===== src/rtl/tmds_dc_balance.sv =====
// rtl/tmds_dc_balance.sv - TMDS stage-2 DC balancing with control/guard-band symbol insertion
// Two-stage valid/ready pipeline: stage A holds the beat plus its ones count, stage B the symbol and tally.
module tmds_dc_balance #(
  parameter int GUARD_CHANNEL = 0
) (
  input  logic       clk_in,
  input  logic       rst_n_in,
  input  logic       s_valid_in,
  output logic       s_ready_out,
  input  logic [8:0] qm_in,
  input  logic [1:0] ctrl_in,
  input  logic [1:0] mode_in,
  output logic       m_valid_out,
  input  logic       m_ready_in,
  output logic [9:0] tmds_out,
  output logic [4:0] tally_out
);

  localparam logic [1:0] MODE_VIDEO = 2'b01;
  localparam logic [1:0] MODE_GUARD = 2'b10;

  localparam logic [9:0] CTRL_00 = 10'b1101010100;
  localparam logic [9:0] CTRL_01 = 10'b0010101011;
  localparam logic [9:0] CTRL_10 = 10'b0101010100;
  localparam logic [9:0] CTRL_11 = 10'b1010101011;
  localparam logic [9:0] GUARD_SYM = (GUARD_CHANNEL == 1) ? 10'b0100110011 : 10'b1011001100;

  logic       adv;
  logic       a_valid;
  logic [8:0] a_qm;
  logic [1:0] a_mode;
  logic [1:0] a_ctrl;
  logic [3:0] a_n1;
  logic [3:0] n1_in;

  logic [4:0] tally;
  logic [4:0] diff;
  logic [4:0] tally_nxt;
  logic [9:0] sym_nxt;
  logic [7:0] d;
  logic       q8;
  logic       tally_zero;
  logic       tally_pos;
  logic       tally_neg;
  logic       n1_gt;
  logic       n1_lt;

  assign adv         = !m_valid_out || m_ready_in;
  assign s_ready_out = adv;
  assign tally_out   = tally;

  always_comb begin
    n1_in = 4'd0;
    for (int i = 0; i < 8; i++) begin
      n1_in = n1_in + {3'b000, qm_in[i]};
    end
  end

  always_ff @(posedge clk_in or negedge rst_n_in) begin
    if (!rst_n_in) begin
      a_valid <= 1'b0;
      a_qm    <= 9'd0;
      a_mode  <= 2'd0;
      a_ctrl  <= 2'd0;
      a_n1    <= 4'd0;
    end else if (adv) begin
      a_valid <= s_valid_in;
      if (s_valid_in) begin
        a_qm   <= qm_in;
        a_mode <= mode_in;
        a_ctrl <= ctrl_in;
        a_n1   <= n1_in;
      end
    end
  end

  // diff = n1 - n0 = 2*n1 - 8, computed modulo 32 as a 5-bit two's complement value
  assign d          = a_qm[7:0];
  assign q8         = a_qm[8];
  assign diff       = {a_n1, 1'b0} - 5'd8;
  assign tally_zero = (tally == 5'd0);
  assign tally_pos  = !tally[4] && !tally_zero;
  assign tally_neg  = tally[4];
  assign n1_gt      = (a_n1 > 4'd4);
  assign n1_lt      = (a_n1 < 4'd4);

  always_comb begin
    sym_nxt   = CTRL_00;
    tally_nxt = 5'd0;
    if (a_mode == MODE_VIDEO) begin
      if (tally_zero || (a_n1 == 4'd4)) begin
        sym_nxt   = {~q8, q8, (q8 ? d : ~d)};
        tally_nxt = q8 ? (tally + diff) : (tally - diff);
      end else if ((tally_pos && n1_gt) || (tally_neg && n1_lt)) begin
        sym_nxt   = {1'b1, q8, ~d};
        tally_nxt = tally + {3'b000, q8, 1'b0} - diff;
      end else begin
        sym_nxt   = {1'b0, q8, d};
        tally_nxt = tally + diff - {3'b000, ~q8, 1'b0};
      end
    end else if (a_mode == MODE_GUARD) begin
      sym_nxt = GUARD_SYM;
    end else begin
      case (a_ctrl)
        2'b00:   sym_nxt = CTRL_00;
        2'b01:   sym_nxt = CTRL_01;
        2'b10:   sym_nxt = CTRL_10;
        default: sym_nxt = CTRL_11;
      endcase
    end
  end

  // Symbol and tally only move on a real beat; an empty stage A just drops m_valid_out.
  always_ff @(posedge clk_in or negedge rst_n_in) begin
    if (!rst_n_in) begin
      m_valid_out <= 1'b0;
      tmds_out    <= 10'd0;
      tally       <= 5'd0;
    end else if (adv) begin
      m_valid_out <= a_valid;
      if (a_valid) begin
        tmds_out <= sym_nxt;
        tally    <= tally_nxt;
      end
    end
  end

endmodule


===== config.mk =====
export PLATFORM = sky130hd
export DESIGN_NAME = tmds_dc_balance
export DESIGN_NICKNAME = d
export VERILOG_FILES = /design/src/rtl/tmds_dc_balance.sv
export SDC_FILE = /design/constraint.sdc
export NUM_CORES = 1
export LEC_CHECK = 0
export CAP_MARGIN = 20
export CORE_UTILIZATION = 55
export CTS_CLUSTER_SIZE = 40
export DETAILED_ROUTE_END_ITERATION = 8
export PLACE_DENSITY = 0.8
export RECOVER_POWER = 100
export SKIP_LAST_GASP = 1
export SLEW_MARGIN = 25
export SYNTH_ARGS = -nofsm -noshare
export SYNTH_HDL_FRONTEND = slang
export SYNTH_SLANG_ARGS = --single-unit

===== constraint.sdc =====
create_clock -name clk_in -period 3.3 [get_ports clk_in]
set_clock_uncertainty 0.2 [all_clocks]
set_input_delay 0.33 -clock clk_in [delete_from_list [all_inputs] [get_ports clk_in]]
set_output_delay 0.33 -clock clk_in [all_outputs]
set_load 0.03 [all_outputs]

==> results.txt, run 1 <==
The flow ran to the end, but the final reports show violations. The final reports fail on max-capacitance violations, max-slew violations. The internal portion of total power came out at approximately 1.5 mW. The die covers 4580 µm². The synthesized design contains 0 enable-type register cells. TritonCTS built the clock tree. The number of global-route vias before repair came out at 1705. Along the worst path, the maximum fanout reaches 2. Setup violations remaining at the end of the flow were counted as 0. Setup repair after global routing left no endpoint under its margin.

Among all flip-flop cells after synthesis, the most frequent one is dfrtp_1. The worst register-to-register path begins at a_qm[8]$_DFFE_PN0P_. Dividing the final minimum period by the clock period gives 0.886. The count of pins over their slew limit came to 34. The share of total power in the clock network is 0.145.

The maximum number of pins on one net before global-route repair is 34. Of the cells placed in the final design, the portion with a size suffix greater than 1 is 0.0753. The area growth from synthesis to layout is 17.8%.

The via density per instance is 5.39. The clock latency on the worst-skew pair came out at 0.28 ns. The worst setup path is launched from an input pin. The area of the core came out at 4060 µm². The number of nets in the layout came out at 323. In the global route stage, overall resource usage came out at 0.237. The smallest hold slack came out at 0.159 ns. The cell count after synthesis came out at approximately 250. The net switching power figure came out at 1.24 mW. For this run, the register share of the synthesized area comes to 0.348. The detailed-routing iteration count for the pre-antenna-repair pass is 4.

The maximum level of the CTS H-tree came out at 2. The leakage power came out at 1.31 nW. The half-perimeter wire length after placement came out at 3.56 mm.

The worst-case IR drop observed on VDD is between 0.4 and 0.5 mV. The capturing point of the worst reg2reg path is tally_out[3]$_DFFE_PN0P_. The depth of the worst register-to-register path came out at 8. At the pin with the least slew margin, the transition time is 1.74 ns.

The most frequent standard cell in the layout excluding fill and tap cells is dfrtp_1. For hold timing, the worst endpoint is a_qm[3]$_DFFE_PN0P_. The type of element capturing the critical path is a flop. The count of clock tree sinks came out at 33.

The number of DRC markers in iteration 0 is roughly 120. The logic gate share of total power came out at 0.602. After clock tree synthesis, the flow added hold-fix buffers numbering 0.

The number of antenna diodes in the final layout is 0. Clock-pin slew was measured on the worst setup and hold paths at 0.07 ns. The min-delay analysis places its worst path in the category input pin to flop. The proportion of total power due to net switching came out at 0.455. The average cell area after synthesis is about 9.5 µm². The horizontal die dimension came out at 67.7 µm. The initial antenna violation count is 0. The part of the power in registers is 0.253.

The critical path is of the input pin to flop type. The post-layout utilization of the core came out at 0.689. The worst hold path begins at qm_in[3]. The number of remaining DRC errors is 0. The post-route minimum period came out at approximately 2.9 ns. The weighted congestion at the end of routability-driven global placement is 0.869.

The overall via count from detail_route is roughly 1800. The number of ports placed on the die boundary is 34. The buffer depth of the longest clock path is 2. At the worst endpoint, the arrival time is 2.91 ns.

The critical path data required time came out at 3.29 ns. The number of different library cells used by synthesis comes to 41. In this run the remaining antenna-violating nets after routing total 0. In the synthesized netlist the async set-or-reset flop fraction comes to 1.00. The number of input and output port buffers inserted came out at 32. The standard-cell row count is 23. The starting density of the core is 0.585. The timing-limited maximum frequency came out at 0.342 GHz.

The worst hold path cell count is 2. The summed instance area of the synthesized netlist is 2370 µm². The total power density per cell area is between 900 and 1000 nW/µm².

The max capacitance violation total came out at 1. The register-to-register setup slack is between 0.6 and 0.7 ns. The count of yosys warnings during synthesis is 0. The per-cell routed wire length came out at 14.4 µm.

The worst-case headroom to the max-slew limit is -0.161. In the layout the commonest cells are dfrtp_1, inv_1, nand2_1. The number of nets in the synthesized netlist is 294. The vertical die dimension is approximately 68 µm.

The overall routed net length is 4.73 mm. The root buffer cell is clkbuf_8. The global-route congestion overflow total is 0. After synthesis the netlist holds a flip-flop and latch count of 33. The number of hold violations in the final report is 0. The total clock buffers created by CTS is 5. The wire length of the first global-routing pass is a little under 8 mm.
## cells in the mapped netlist, types with 3 or more instances
cell	n	area (µm²)
o211ai_1	3	22.5
nor3_1	4	20.0
fa_1	9	180
clkbuf_1	6	22.5
ha_1	19	238
a21oi_1	15	75.1
xor2_1	15	131
nor2_1	20	75.1
xnor2_1	7	61.3
o21ai_1	4	20.0
mux2_2	11	124
o21ai_0	12	60.1
dfrtp_1	33	826
inv_1	29	109
nand2_1	26	97.6
## kinds of logic after synthesis
family / synth area share
AOI/OAI and AO/OA: 0.136
adders and majority gates: 0.176
muxes: 0.0607
and+or+nand+nor: 0.121
DFF: 0.348
xor gates and xnor gates: 0.0812
buffers and inverters: 0.0754
other: 0.00158
## worst max-delay path by stage
stage | start | endpoint | slack (ns) | cells past startpoint
2_1_floorplan | qm_in[0] | a_n1[2]$_DFFE_PN0P_ | 0.36 | 10
3_3_place_gp | qm_in[0] | a_n1[2]$_DFFE_PN0P_ | -0.19 | 11
3_5_place_dp | qm_in[0] | a_n1[2]$_DFFE_PN0P_ | -0.26 | 11
4_1_cts | qm_in[0] | a_n1[2]$_DFFE_PN0P_ | 0.03 | 11
5_1_grt | qm_in[0] | a_n1[2]$_DFFE_PN0P_ | 0.24 | 11
6_report | qm_in[0] | a_n1[2]$_DFFE_PN0P_ | 0.38 | 11
## power by group through the flow
stage | sequential (mW) | combinational (mW) | clock (mW)
floorplan | 0.805 | 1.16 | 0
global placement | 0.698 | 1.66 | 0
detailed placement | 0.703 | 1.71 | 0
CTS | 0.696 | 1.73 | 0.398
global route | 0.714 | 1.83 | 0.415
finish | 0.689 | 1.64 | 0.394
## area by class of cell
class | instances | area (µm²)
timing repair buffer | 34 | 339
clock inverter | 1 | 30.0
multi-input combinational | 175 | 1340
sequential | 33 | 826
inverter | 29 | 109
tap | 50 | 62.6
clock buffer | 7 | 86.3
fill | 322 | 1260
## repair_timing
action | 4_1_cts | 5_1_grt
endpoints found under the setup margin | 0 | 2
resized for setup | 0 | 4
setup buffers | 0 | 0
## flip-flops by register name, summed over array words and instances, names as in the netlist
register and flops:
m_valid_out 1, a_ctrl 2, a_qm 9, a_mode 2, a_valid 1, tally_out 4, tmds_out 10, a_n1 4
## metrics by stage
step           instance area (µm²)  setup TNS [ns]  cells  total power [mW]  setup slack [ns]
5_1_grt                       2790               0    329              2.96             0.235
4_1_cts                       2820               0    329              2.82            0.0348
2_1_floorplan                 2370               0    249              1.96             0.356
3_5_place_dp                  2700          -0.462    321              2.41            -0.259
6_report                      2790               0    329              2.72             0.376
3_3_place_gp                  2700          -0.315    321              2.36            -0.186
## worst max-delay path, cell delays in order
cell,delay (ns)
dlymetal6s2s_1,0.15
fa_1,0.54
inv_1,0.05
fa_1,0.49
fa_1,0.41
inv_1,0.06
ha_1,0.16
inv_1,0.06
fa_1,0.37
xor2_1,0.15
o21ai_0,0.14
## per-layer routing
metal / up-vias / global-route usage / wire, µm
li1: 871 / - / -
met1: 847 / 0.317 / 2070
met2: 48 / 0.386 / 2420
met3: 7 / 0.0372 / 167
met4: 0 / 0.0798 / 59
met5: - / 0 / 0
No activity file was read; power rests on OpenSTA's default activity.
==> run 2: changes to the inputs <==
Settings changed: TNS_END_PERCENT set to 10.
==> results of run 2 <==
No change in the layout: final DEF, timing and power equal those of run 1.
